==> config.mk <==
export PLATFORM = sky130hd
export DESIGN_NAME = prt_scheduler
export DESIGN_NICKNAME = d
export VERILOG_FILES = /design/src/rtl/prt_pkg.sv /design/src/rtl/prt_sched_fifo.sv /design/src/rtl/prt_scheduler.sv
export SDC_FILE = /design/constraint.sdc
export NUM_CORES = 1
export LEC_CHECK = 0
export CORE_MARGIN = 4
export CORE_UTILIZATION = 40
export CTS_CLUSTER_SIZE = 16
export DETAILED_ROUTE_END_ITERATION = 10
export PLACE_DENSITY = 0.66
export SLEW_MARGIN = 5
export SYNTH_ARGS = -nofsm -noshare
export SYNTH_HDL_FRONTEND = slang
export SYNTH_SLANG_ARGS = --single-unit
==> constraint.sdc <==
create_clock -name clk_i -period 12.15 [get_ports clk_i]
set_input_delay 3.0375 -clock clk_i [delete_from_list [all_inputs] [get_ports clk_i]]
set_output_delay 3.0375 -clock clk_i [all_outputs]
set_load 0.02 [all_outputs]
==> src/rtl/prt_pkg.sv <==
// Shared types for the PRT scheduler: FSM states, pending-verdict queue entry
// and a saturating counter helper.
package prt_pkg;

   // Slot field width for the default 10-slot PRT; length covers up to 2047 bytes.
   localparam int PRT_SLOT_W = 4;
   localparam int PRT_LEN_W  = 11;

   typedef enum logic [2:0] {
      IDLE, WR_START, WR_DATA, WR_FIN, RD_START, RD_DATA, INV, INV_WAIT
   } prt_sched_state_t;

   typedef struct packed {
      logic [PRT_SLOT_W-1:0] slot;
      logic [PRT_LEN_W-1:0]  len;
   } prt_q_entry_t;

   function automatic logic [15:0] sat_inc(input logic [15:0] v);
      return (v == 16'hFFFF) ? v : v + 16'd1;
   endfunction

endpackage

==> src/rtl/prt_sched_fifo.sv <==
// Pending-verdict queue: one entry per packet written to the PRT and still
// waiting for a classifier verdict. Head is visible combinationally.
module prt_sched_fifo
   import prt_pkg::*;
#(
   parameter int DEPTH = 10
) (
   input  logic                       clk_i,
   input  logic                       rst_n_i,
   input  logic                       push_i,
   input  prt_q_entry_t               data_i,
   input  logic                       pop_i,
   output prt_q_entry_t               head_o,
   output logic                       full_o,
   output logic                       empty_o,
   output logic [$clog2(DEPTH+1)-1:0] count_o
);

   localparam int PW = (DEPTH > 1) ? $clog2(DEPTH) : 1;
   localparam int CW = $clog2(DEPTH+1);

   prt_q_entry_t  mem_q [DEPTH];
   logic [PW-1:0] wr_ptr_q, rd_ptr_q;
   logic [CW-1:0] count_q;
   logic          push_ok, pop_ok;

   // Pointers wrap at DEPTH, which need not be a power of two.
   function automatic logic [PW-1:0] nxt(input logic [PW-1:0] p);
      return (p == PW'(DEPTH-1)) ? '0 : p + PW'(1);
   endfunction

   assign push_ok = push_i && !full_o;
   assign pop_ok  = pop_i && !empty_o;
   assign full_o  = (count_q == CW'(DEPTH));
   assign empty_o = (count_q == '0);
   assign count_o = count_q;
   assign head_o  = mem_q[rd_ptr_q];

   // Storage array: no reset needed, occupancy is tracked by count_q.
   always_ff @(posedge clk_i) begin
      if (push_ok) mem_q[wr_ptr_q] <= data_i;
   end

   // Pointer and occupancy bookkeeping.
   always_ff @(posedge clk_i) begin
      if (!rst_n_i) begin
         wr_ptr_q <= '0;
         rd_ptr_q <= '0;
         count_q  <= '0;
      end else begin
         if (push_ok) wr_ptr_q <= nxt(wr_ptr_q);
         if (pop_ok)  rd_ptr_q <= nxt(rd_ptr_q);
         case ({push_ok, pop_ok})
            2'b10:   count_q <= count_q + CW'(1);
            2'b01:   count_q <= count_q - CW'(1);
            default: count_q <= count_q;
         endcase
      end
   end

endmodule

==> src/rtl/prt_scheduler.sv <==
// PRT scheduler: serialises ingress writes, verdict-driven reads/invalidates
// and the post-invalidate quiet period onto the single-transaction PRT.
module prt_scheduler
   import prt_pkg::*;
#(
   parameter int DATA_WIDTH = 8,
   parameter int NUM_SLOTS  = 10,
   parameter int MAX_LEN    = 1518,
   parameter int INV_CYCLES = 1520
) (
   input  logic                         clk_i,
   input  logic                         rst_n_i,
   input  logic                         in_valid_i,
   output logic                         in_ready_o,
   input  logic [DATA_WIDTH-1:0]        in_data_i,
   input  logic                         in_last_i,
   input  logic                         vd_valid_i,
   output logic                         vd_ready_o,
   input  logic                         vd_drop_i,
   output logic                         out_valid_o,
   input  logic                         out_ready_i,
   output logic [DATA_WIDTH-1:0]        out_data_o,
   output logic                         out_last_o,
   input  logic                         prt_slot_free_i,
   output logic                         prt_start_wr_en_o,
   input  logic                         prt_start_wr_rdy_i,
   input  logic [$clog2(NUM_SLOTS)-1:0] prt_start_wr_slot_i,
   output logic                         prt_wr_en_o,
   input  logic                         prt_wr_rdy_i,
   output logic [DATA_WIDTH-1:0]        prt_wr_data_o,
   output logic                         prt_fin_wr_en_o,
   input  logic                         prt_fin_wr_rdy_i,
   output logic                         prt_start_rd_en_o,
   input  logic                         prt_start_rd_rdy_i,
   output logic [$clog2(NUM_SLOTS)-1:0] prt_start_rd_slot_o,
   output logic                         prt_rd_en_o,
   input  logic                         prt_rd_rdy_i,
   input  logic [DATA_WIDTH:0]          prt_rd_data_i,
   output logic                         prt_inv_en_o,
   input  logic                         prt_inv_rdy_i,
   output logic [$clog2(NUM_SLOTS)-1:0] prt_inv_slot_o,
   output logic [15:0]                  drop_count_o,
   output logic [15:0]                  trunc_count_o
);

   localparam int SW = $clog2(NUM_SLOTS);
   localparam int WW = $clog2(INV_CYCLES+1);
   localparam logic [PRT_LEN_W-1:0] LEN_MAX = PRT_LEN_W'(MAX_LEN);

   prt_sched_state_t      state_q;
   logic [SW-1:0]         slot_q, rd_slot_q, inv_slot_q;
   logic [PRT_LEN_W-1:0]  len_q, cnt_q;
   logic                  first_q, trunc_q;
   logic                  sw_en_q, fw_en_q, sr_en_q, inv_en_q;
   logic                  out_valid_q, out_last_q;
   logic [DATA_WIDTH-1:0] out_data_q;
   logic [WW-1:0]         wait_q;
   logic [15:0]           drop_q, trunc_cnt_q;

   prt_q_entry_t          q_head, q_din;
   logic                  q_push, q_pop, q_full, q_empty;
   logic [$clog2(NUM_SLOTS+1)-1:0] q_count;
   logic                  wr_beat, out_fire, verdict;
   logic                  unused_sig;

   // The PRT end marker is redundant with the stored length; occupancy is
   // only needed as full/empty here.
   assign unused_sig = ^{prt_rd_data_i[DATA_WIDTH], q_count};

   assign wr_beat  = (state_q == WR_DATA) && in_valid_i && prt_wr_rdy_i;
   assign out_fire = out_valid_q && out_ready_i;
   assign verdict  = (state_q == IDLE) && vd_valid_i && !q_empty;

   assign in_ready_o    = (state_q == WR_DATA) && prt_wr_rdy_i;
   assign vd_ready_o    = (state_q == IDLE) && !q_empty;
   assign prt_wr_en_o   = wr_beat && (len_q < LEN_MAX);
   assign prt_wr_data_o = prt_wr_en_o ? in_data_i : '0;
   assign prt_rd_en_o   = (state_q == RD_DATA) && prt_rd_rdy_i &&
                          (cnt_q < q_head.len) && (!out_valid_q || out_ready_i);

   assign prt_start_wr_en_o   = sw_en_q;
   assign prt_fin_wr_en_o     = fw_en_q;
   assign prt_start_rd_en_o   = sr_en_q;
   assign prt_inv_en_o        = inv_en_q;
   assign prt_start_rd_slot_o = rd_slot_q;
   assign prt_inv_slot_o      = inv_slot_q;
   assign out_valid_o         = out_valid_q;
   assign out_data_o          = out_data_q;
   assign out_last_o          = out_last_q;
   assign drop_count_o        = drop_q;
   assign trunc_count_o       = trunc_cnt_q;

   // Drops pop on verdict acceptance; forwards pop once the last byte leaves.
   assign q_push = (state_q == WR_FIN) && prt_fin_wr_rdy_i;
   assign q_pop  = (verdict && vd_drop_i) ||
                   ((state_q == RD_DATA) && out_fire && out_last_q);
   assign q_din  = '{slot: PRT_SLOT_W'(slot_q), len: len_q};

   prt_sched_fifo #(.DEPTH(NUM_SLOTS)) u_fifo (
      .clk_i   (clk_i),
      .rst_n_i (rst_n_i),
      .push_i  (q_push),
      .data_i  (q_din),
      .pop_i   (q_pop),
      .head_o  (q_head),
      .full_o  (q_full),
      .empty_o (q_empty),
      .count_o (q_count)
   );

   // Scheduler FSM with registered PRT requests and egress stage.
   always_ff @(posedge clk_i) begin
      if (!rst_n_i) begin
         state_q     <= IDLE;
         slot_q      <= '0;
         rd_slot_q   <= '0;
         inv_slot_q  <= '0;
         len_q       <= '0;
         cnt_q       <= '0;
         first_q     <= 1'b0;
         trunc_q     <= 1'b0;
         sw_en_q     <= 1'b0;
         fw_en_q     <= 1'b0;
         sr_en_q     <= 1'b0;
         inv_en_q    <= 1'b0;
         out_valid_q <= 1'b0;
         out_last_q  <= 1'b0;
         out_data_q  <= '0;
         wait_q      <= '0;
         drop_q      <= '0;
         trunc_cnt_q <= '0;
      end else begin
         case (state_q)
            IDLE: begin
               if (verdict) begin
                  if (vd_drop_i) begin
                     inv_slot_q <= SW'(q_head.slot);
                     inv_en_q   <= 1'b1;
                     drop_q     <= sat_inc(drop_q);
                     state_q    <= INV;
                  end else begin
                     rd_slot_q  <= SW'(q_head.slot);
                     sr_en_q    <= 1'b1;
                     state_q    <= RD_START;
                  end
               end else if (in_valid_i && prt_slot_free_i && !q_full) begin
                  sw_en_q <= 1'b1;
                  state_q <= WR_START;
               end
            end
            WR_START: begin
               if (prt_start_wr_rdy_i) begin
                  sw_en_q <= 1'b0;
                  first_q <= 1'b1;
                  len_q   <= '0;
                  trunc_q <= 1'b0;
                  state_q <= WR_DATA;
               end
            end
            WR_DATA: begin
               if (first_q) begin
                  slot_q  <= prt_start_wr_slot_i;
                  first_q <= 1'b0;
               end
               if (wr_beat) begin
                  if (len_q < LEN_MAX) len_q <= len_q + PRT_LEN_W'(1);
                  else                 trunc_q <= 1'b1;
                  if (in_last_i) begin
                     if (trunc_q || len_q == LEN_MAX) trunc_cnt_q <= sat_inc(trunc_cnt_q);
                     fw_en_q <= 1'b1;
                     state_q <= WR_FIN;
                  end
               end
            end
            WR_FIN: begin
               if (prt_fin_wr_rdy_i) begin
                  fw_en_q <= 1'b0;
                  state_q <= IDLE;
               end
            end
            RD_START: begin
               if (prt_start_rd_rdy_i) begin
                  sr_en_q <= 1'b0;
                  cnt_q   <= '0;
                  state_q <= RD_DATA;
               end
            end
            RD_DATA: begin
               if (prt_rd_en_o) begin
                  out_data_q  <= prt_rd_data_i[DATA_WIDTH-1:0];
                  out_valid_q <= 1'b1;
                  cnt_q       <= cnt_q + PRT_LEN_W'(1);
                  out_last_q  <= ((cnt_q + PRT_LEN_W'(1)) == q_head.len);
               end else if (out_fire) begin
                  out_valid_q <= 1'b0;
                  out_last_q  <= 1'b0;
                  if (out_last_q) begin
                     inv_slot_q <= SW'(q_head.slot);
                     inv_en_q   <= 1'b1;
                     state_q    <= INV;
                  end
               end
            end
            INV: begin
               if (prt_inv_rdy_i) begin
                  inv_en_q <= 1'b0;
                  wait_q   <= WW'(INV_CYCLES-1);
                  state_q  <= INV_WAIT;
               end
            end
            INV_WAIT: begin
               if (wait_q == '0) state_q <= IDLE;
               else              wait_q  <= wait_q - WW'(1);
            end
            default: state_q <= IDLE;
         endcase
      end
   end

endmodule

==> flow_metrics.tcl, run 1 <==
set metrics [dict create \
    outcome "complete, no violations" \
    async_flop_share_pct 0 \
    synth-seq-cells 262 \
    synth.cell_area_sq_um 11500 \
    synthToLayoutAreaGrowth_pct 19.9 \
    critPathMaxStageDelay_ns 0.69 \
    gp_congestion 0.790 \
    start_util_pct 41.0 \
    critPathCaptureType "output pin" \
    numCtsBuffers 28 \
    cp-start-kind "primary input" \
    fp.dieArea_sq_um 31600 \
    crit_chain "clkdlybuf4s50_1 -> nor2b_1 -> nor4b_1 -> o21ai_0 -> inv_1 -> nand2_1 -> inv_1 -> clkdlybuf4s50_1" \
    avgRoutedWirePerCell_um 16.9 \
    viasPerCell 5.22 \
    ys.flop_type "edfxtp_1" \
    post_route_cells_drive_above_1_share_pct 8.66 \
    grt_overflow 0 \
    yosys_warnings 0 \
    crit_family "buffers and inverters" \
    syn_inst 948 \
    ys_seq_area_share_pct 58.6 \
    slew_headroom_pct 28.9 \
    path_depth 8 \
    grtUsageTotal_pct 15.5 \
    max_freq_mhz 112 \
    hp-class "reg2reg" \
    power_density_nw_per_um2 134 \
    critPathArrivalTime_ns 5.87 \
    drv_slew 0 \
    nNetsFinal 1109 \
    grt_pass1_wl_mm 39.2 \
    core-area_sq_um 28100 \
    hold_path.startpoint "prt_fin_wr_en_o$_SDFFE_PN0P_" \
    crit_type "in2out" \
    post-cts-setup-buffers 0 \
    dr.pass1.iters 5 \
    fin_tns_setup_ns 0 \
    io_pins 101 \
    die-width_um 178 \
    cp_slowest_cell "clkdlybuf4s50_1" \
    cts_hold_buf 0 \
    clk_pin_slew_ns 0.06 \
    cts_root_buffer "clkbuf_16" \
    drt_iter0_markers 437 \
    grt_pass1_vias 7214 \
    setup_violations 0 \
    clkLatencyLatePin_ns 0.53 \
    htree_levels 1 \
    synth_area_leaders "edfxtp_1 39%, dfxtp_1 19%, mux4_2 4.9%, mux2i_1 2.6%, nand2_1 2.4%" \
    critPathBufInv 4 \
    totalWireLength_mm 24.5 \
    hold_viol 0 \
    path_max_fanout 21 \
    min_path_cells 2 \
    fin_util_pct 49.2 \
    timing.final.crit_share_pct 73.3 \
    antenna_left 0 \
    yosysTopAreaCell "edfxtp_1" \
    maxCapViolCount 0 \
    ys_types 63 \
    cts_tree "done" \
    min_period_ns 8.91 \
    vias 7575 \
    synth_edf_count 150 \
    synth_nets 1004 \
    avgSynthCellArea_sq_um 12.1 \
    n_antenna_cell 0 \
    rsz0062_at_grt "false" \
    clkSinkCount 262 \
    cts_resized 0 \
    critPathLaunch "out_ready_i" \
    worst_slew_pin_slew_ns 1.06 \
    cts_buffer_depth 3 \
    rows 61 \
    die_h_um 178 \
    clock_skew_ns 0.0134 \
    synth_top_area_share_pct 39.1 \
    leakage_uw 0.00462 \
    antenna_found_initial 0 \
    io_buffers 99 \
    worstRegToRegCells 11 \
    drc 0 \
    peakVddDrop_v 0.0000996 \
    dpl.hpwl_mm 16.4 \
    required_ns 9.11 \
    grt_max_degree 52 \
]
[through the flow]
stage | setup slack, ns | cell area [sq um] | instances | total power [uW] | hold WS (ns)
3_5_place_dp | 3.19 | 13000 | 1401 | 1090 | 0.436
6_report | 3.24 | 13800 | 1452 | 1850 | 0.448
5_1_grt | 2.89 | 13800 | 1452 | 1930 | 0.458
4_1_cts | 3.18 | 13800 | 1452 | 1870 | 0.445
2_1_floorplan | 4.69 | 11500 | 948 | 1050 | 0.460
3_3_place_gp | 3.17 | 13000 | 1401 | 1090 | 0.437
[routing by layer]
| layer | vias to the layer above | part of all wire, % | routed length (um) | track usage, % |
|---|---|---|---|---|
| met4 | 0 | 1.3 | 325 | 3.19 |
| met1 | 3648 | 47 | 11500 | 22.6 |
| met3 | 28 | 5.8 | 1440 | 2.43 |
| li1 | 3715 | - | - | - |
| met5 | - | 0 | 0 | 0 |
| met2 | 184 | 46 | 11200 | 24.8 |
[synthesized netlist by cell type (15+ instances only)]
cell      instances
a21boi_0         17
a21oi_1          44
and2_1           32
clkbuf_1         26
dfxtp_1         112
edfxtp_1        150
ha_1             20
inv_1            30
mux2i_1          30
mux4_2           25
nand2_1          73
nand3_1          31
nand4_1          15
nor2_1           63
nor2b_1          21
nor3_1           25
o21ai_0          33
xnor2_1          31
xor2_1           29
[cell usage in the layout, fill, tap and decap left out, types with 9 or more instances in the layout]
master	synthesis	routed
and3_1	12	12
nor2b_1	21	21
clkbuf_16	0	29
o21ai_0	33	33
nor2_1	63	62
mux4_2	25	25
ha_1	20	20
clkinv_1	0	9
a21oi_1	44	44
nor3_1	25	20
clkdlybuf4s50_1	0	99
nand2_1	73	73
inv_1	30	30
xnor2_1	31	31
dfxtp_1	112	111
edfxtp_1	150	150
nand4_1	15	15
and2_1	32	32
buf_4	0	14
or3_1	12	12
a21boi_0	17	17
xor2_1	29	29
nand3_1	31	31
mux2i_1	30	30
[state kept, by name (all words and copies together), names as in the netlist, 8 cells and up, named ones only]
| name | flops |
|---|---|
| u_fifo.mem_q | 150 |
| drop_count_o | 16 |
| out_data_o | 8 |
| wait_q | 11 |
| len_q | 11 |
| trunc_count_o | 16 |
| cnt_q | 11 |
[worst reg2reg max path, stage by stage, from the launching register on]
cell	delay, ns
dfxtp_2	0.76
buf_4	0.45
mux4_2	0.56
mux2_2	0.28
o21ai_0	0.51
ha_1	0.36
and3_1	0.20
a221oi_1	0.35
a21o_1	0.19
nand2_1	0.43
or4_1	0.72
o31ai_1	0.19
[report_power, final]
part | switching [uW] | internal, uW
clock network | 322 | 456
registers | 20.9 | 946
logic | 60.4 | 47.2
total | 404 | 1450
[logic make-up (layout without fill, tap and decap cells)]
logic type      Yosys count  count (layout)  share of synthesized area (%)
compound gates          146             146                           8.00
simple gates            321             321                           14.2
xor+xnor                 61              61                           4.77
flops                   262             262                           58.6
buf+inv                  69             195                           2.41
mux                      68              68                           9.68
fa+ha+maj                21              21                           2.35
[path summary, 6_finish.rpt]
kind                                  endpoint  slack [ns]
hold reg to reg   prt_fin_wr_en_o$_SDFFE_PN0P_        0.45
hold / removal    prt_fin_wr_en_o$_SDFFE_PN0P_        0.45
setup reg to reg       out_last_o$_SDFFE_PN0P_        7.07
setup / recovery                   prt_rd_en_o        3.24
[cell type report]
class / count / area [sq um]
multi-input combinational: 617 / 4530
fill: 2521 / 14300
sequential: 262 / 6750
clock buffer: 37 / 756
inverter: 31 / 116
tap: 378 / 473
timing repair buffer: 113 / 1100
clock inverter: 14 / 91.3
(Power assumes the default switching activity.)
==> run 2: changes to the inputs <==
Clock period 12.15 ns to 8.5 ns, I/O delays scaled along.
==> run 2 against run 1 <==
Against the previous run:
- worst setup slack got worse by 2.3 ns
- total power increased by 45%
- clock skew decreased by 0.00085 ns
- hold slack improved by 0.0063 ns
- routed wire length increased by 3.0%
- via count about the same
- die area unchanged
- register-to-register slack got worse by 3.2 ns
- critical path depth increased by 3
- non-clock buffer count increased by 2
- count of clock-buffer cells in the layout increased by 7
- critical path type is now reg2out
- critical endpoint unchanged
==> flow_metrics.tcl, run 2 (synthesized netlist as in run 1, its figures left out) <==
set metrics [dict create \
    io_buffers 99 \
    rrSetupSlack_ns 3.87 \
    totalWireLength_mm 25.3 \
    grtUsageTotal_pct 15.8 \
    worst_slew_pin_slew_ns 1.13 \
    die-width_um 178 \
    path_max_fanout 21 \
    min_period_ns 7.52 \
    required_ns 6.38 \
    vias 7570 \
    cts_root_buffer "clkbuf_16" \
    post_route_cells_drive_above_1_share_pct 9.49 \
    drv_slew 0 \
    antenna_found_initial 0 \
    dpl.hpwl_mm 16.3 \
    power_density_nw_per_um2 193 \
    cts_tree "done" \
    cp-start-kind "register" \
    cts_buffer_depth 3 \
    n_antenna_cell 0 \
    timing.final.crit_share_pct 88.4 \
    crit_type "reg2out" \
    hold_end "out_data_o[7]$_SDFFE_PN0P_" \
    hp-class "reg2reg" \
    r2r_end "out_last_o$_SDFFE_PN0P_" \
    cts_resized 0 \
    avgRoutedWirePerCell_um 17.4 \
    peakVddDrop_v 0.000152 \
    drc 0 \
    setup_violations 0 \
    core-area_sq_um 28100 \
    max_freq_mhz 133 \
    min_path_cells 2 \
    nNetsFinal 1110 \
    fin_tns_setup_ns 0 \
    gp_congestion 0.794 \
    viasPerCell 5.21 \
    slew_headroom_pct 24.7 \
    fp.dieArea_sq_um 31600 \
    grt_overflow 0 \
    clock_skew_ns 0.0125 \
    io_pins 101 \
    synthToLayoutAreaGrowth_pct 20.3 \
    critPathArrivalTime_ns 5.39 \
    clk_pin_slew_ns 0.06 \
    die_h_um 178 \
    dp.cells 1403 \
    layout_common_cells "150 x edfxtp_1, 111 x dfxtp_1, 99 x clkdlybuf4s50_1" \
    clkSinkCount 262 \
    top_register "u_fifo.mem_q" \
    antenna_left 0 \
    drt_iter0_markers 544 \
    maxCapViolCount 0 \
    largest_reg_flops 150 \
    clkLatencyLatePin_ns 0.54 \
    dr.pass1.iters 7 \
    htree_levels 1 \
    hold_path.startpoint "out_data_o[7]$_SDFFE_PN0P_" \
    post-cts-setup-buffers 0 \
    mostFrequentLayoutCell "edfxtp_1" \
    numCtsBuffers 27 \
    rsz0062_at_grt "false" \
    outcome "complete, no violations" \
    grt_pass1_wl_mm 40.1 \
    grt_max_degree 52 \
    fill_cells 2475 \
    critPathCaptureType "output pin" \
    rows 61 \
    final_cells 1453 \
    worstRegToRegCells 11 \
    hold_viol 0 \
    leakage_uw 0.00470 \
    grt_pass1_vias 7264 \
    cts_hold_buf 0 \
    start_util_pct 41.0 \
]
==> run 2: metrics by stage <==
step	hold slack, ns	total power (uW)	setup slack [ns]	utilization, %	area (sq um)
after floorplan	0.460	1500	2.86	-	11500
after global placement	0.432	1560	1.37	46.2	13000
after detailed placement	0.446	1560	1.41	46.2	13000
after CTS	0.457	2710	0.910	49.3	13900
after global routing	0.472	2780	0.588	49.3	13900
final	0.454	2680	0.983	49.3	13900
==> run 2: worst max-delay path: stages (launching register included) <==
cell             delay [ns]
dfxtp_1                0.91
buf_4                  0.43
mux4_2                 0.57
mux4_2                 0.51
inv_1                  0.07
ha_1                   0.22
o21a_1                 0.11
o211ai_1               0.23
a21o_1                 0.17
nand2_1                0.43
inv_1                  0.51
clkdlybuf4s50_1        0.69
==> run 2: worst max path at each step <==
stage                       from  slack [ns]          endpoint  depth (start not counted)
global route            register        0.59       prt_rd_en_o                         11
floorplan           prt_wr_rdy_i        2.86  prt_wr_data_o[0]                          3
CTS                     register        0.91       prt_rd_en_o                         11
global placement     out_ready_i        1.37       prt_rd_en_o                          8
finish                  register        0.98       prt_rd_en_o                         11
detailed placement   out_ready_i        1.41       prt_rd_en_o                          8
==> run 2: power breakdown <==
part / internal [uW] / switching, uW / total, uW
Combinational: 67.3 / 87.6 / 155
Clock: 669 / 474 / 1140
Sequential: 1350 / 30.1 / 1380
==> run 2: metal layers <==
metal,GRT usage (%),wire length [um]
met5,0,0
met4,3.00,387
met2,25.7,11600
met1,22.5,11800
met3,2.90,1410
==> run 2: cell type report <==
cell class                      count  area, sq um  share of cell area [%]
Tap cell                          378          473                    3.41
Clock buffer                       44          831                    6.00
Sequential cell                   262         6750                    48.7
Clock inverter                      6         45.0                   0.325
Multi-Input combinational cell    617         4530                    32.7
Timing Repair Buffer              115         1110                    8.02
Inverter                           31          116                   0.840
==> run 3: changes to the inputs <==
--- a/config.mk
+++ b/config.mk
@@ -7,2 +7,3 @@
 export LEC_CHECK = 0
+export CORE_ASPECT_RATIO = 1.4
 export CORE_MARGIN = 4
@@ -12,3 +13,2 @@
 export PLACE_DENSITY = 0.66
-export SLEW_MARGIN = 5
 export SYNTH_ARGS = -nofsm -noshare
==> constraint.sdc (replaced) <==
create_clock -name clk_i -period 8.5 [get_ports clk_i]
set_input_delay 1.7 -clock clk_i [delete_from_list [all_inputs] [get_ports clk_i]]
set_output_delay 1.7 -clock clk_i [all_outputs]
set_load 0.02 [all_outputs]
==> run 3 against run 2 <==
Against the previous run:
- count of clock-buffer cells in the layout down 12
- critical endpoint unchanged
- die area up 0.13%
- combinational power about the same
- sequential share of layout area rose by 0.29 points
- total power decreased by 2.7%
- routed wire length fell by 0.31%
- utilization shrank 0.84 points
- clock skew decreased by 0.0035 ns
- clock power decreased by 6%
- worst setup slack improved by 0.49 ns
- register-to-register slack lost 0.06 ns
==> flow_metrics.tcl, run 3 (synthesized netlist as in run 1, its figures left out) <==
set metrics [dict create \
    antenna_found_initial 0 \
    cts_root_buffer "clkbuf_16" \
    fill_cells 2494 \
    rows 73 \
    setup_violations 0 \
    vias 7605 \
    htree_levels 1 \
    clock_skew_ns 0.00904 \
    n_antenna_cell 0 \
    crit_type "reg2out" \
    drv_slew 0 \
    grtUsageTotal_pct 15.8 \
    numCtsBuffers 25 \
    die_h_um 209 \
    synthToLayoutAreaGrowth_pct 19.6 \
    rsz0062_at_grt "false" \
    clkSinkCount 262 \
    dpl.hpwl_mm 17.1 \
    dr.pass1.iters 5 \
    largest_reg_flops 150 \
    leakage_uw 0.00465 \
    post_route_cells_drive_above_1_share_pct 9.07 \
    nNetsFinal 1108 \
    io_pins 101 \
    grt_overflow 0 \
    critPathArrivalTime_ns 5.33 \
    cts_tree "done" \
    mostFrequentLayoutCell "edfxtp_1" \
    gp_congestion 0.820 \
    layout_common_cells "150 x edfxtp_1, 111 x dfxtp_1, 99 x clkdlybuf4s50_1" \
    maxCapViolCount 0 \
    grt_pass1_wl_mm 40.3 \
    required_ns 6.80 \
    grt_max_degree 52 \
    clk_pin_slew_ns 0.06 \
    fp.dieArea_sq_um 31600 \
    viasPerCell 5.26 \
    grt_pass1_vias 7577 \
    fin_tns_setup_ns 0 \
    multi_input_area_sq_um 4540 \
    cp-start-kind "register" \
    hold_viol 0 \
    core-area_sq_um 28400 \
    drt_iter0_markers 346 \
    antenna_left 0 \
    avgRoutedWirePerCell_um 17.4 \
    hold_path.startpoint "out_data_o[3]$_SDFFE_PN0P_" \
    area.sequential_sq_um 6750 \
    post-cts-setup-buffers 0 \
    top_register "u_fifo.mem_q" \
    slew_headroom_pct 31.6 \
    worst_slew_pin_slew_ns 1.02 \
    die-width_um 151 \
    peakVddDrop_v 0.0000851 \
    outcome "complete, no violations" \
    power_uw 2610 \
    fin_area_sq_um 13800 \
    drc 0 \
    path_max_fanout 22 \
    hp-class "reg2reg" \
    cts_resized 0 \
    timing.final.crit_share_pct 82.7 \
    placed_area_sq_um 13000 \
    max_freq_mhz 142 \
    totalWireLength_mm 25.2 \
    io_buffers 99 \
    power_density_nw_per_um2 189 \
    start_util_pct 40.5 \
    min_period_ns 7.03 \
    clkLatencyLatePin_ns 0.51 \
    critPathCaptureType "output pin" \
    cts_buffer_depth 3 \
    cts_hold_buf 0 \
]
## run 3: changes by cell type in the layout (fill, tap and decap cells not counted), sizes merged
cell      delta
clkbuf      -12
clkinv       +6
bufinv       +1
clkinvlp     +1
inv          -1
## run 3: area by class of cell
cell class,instances,share of cell area (%)
multi-input cells,617,32.9
inverters,31,0.845
clock inverters,13,0.709
well taps,375,3.41
clock buffers,32,5.03
flip-flops and latches,262,49.0
repair buffers,115,8.07
## run 3: layer usage
layer	track usage (%)	share of wire (%)	vias to the layer above
li1	-	-	3708
met1	19.6	41	3708
met2	28.8	52	152
met3	1.82	4.4	37
met4	4.32	2.2	0
met5	0	0	-
## run 3: metrics by stage
step / utilization, % / hold WS, ns / setup slack, ns / instances
6_report: 48.5 / 0.453 / 1.47 / 1445
5_1_grt: 48.5 / 0.479 / 0.929 / 1445
4_1_cts: 48.5 / 0.454 / 1.33 / 1445
3_5_place_dp: 45.7 / 0.444 / 1.90 / 1400
3_3_place_gp: 45.7 / 0.439 / 1.86 / 1400
2_1_floorplan: - / 0.460 / 3.70 / 948
## run 3: power by group
part | leakage [uW] | internal [uW] | switching [uW]
Combinational | 0.00195 | 68.1 | 85.6
Sequential | 0.00231 | 1350 | 30.9
Clock | 0.000386 | 607 | 464
Total | 0.00465 | 2030 | 581
## run 3: path summary, 6_finish.rpt
kind | end | slack (ns) | cells after the start
max | prt_rd_en_o | 1.47 | 10
min | out_data_o[3]$_SDFFE_PN0P_ | 0.45 | 2
max reg2reg | out_last_o$_SDFFE_PN0P_ | 3.81 | 10
min reg2reg | out_data_o[3]$_SDFFE_PN0P_ | 0.45 | 2
## run 3: critical path, cell delays in order (launching register included)
cell and delay [ns]:
dfxtp_2 0.85, mux4_2 0.58, mux2_2 0.28, o21ai_0 0.38, ha_1 0.33, and3_1 0.21, a221oi_1 0.37, a21o_1 0.20
nand2_1 0.43, inv_1 0.48, clkdlybuf4s50_1 0.68
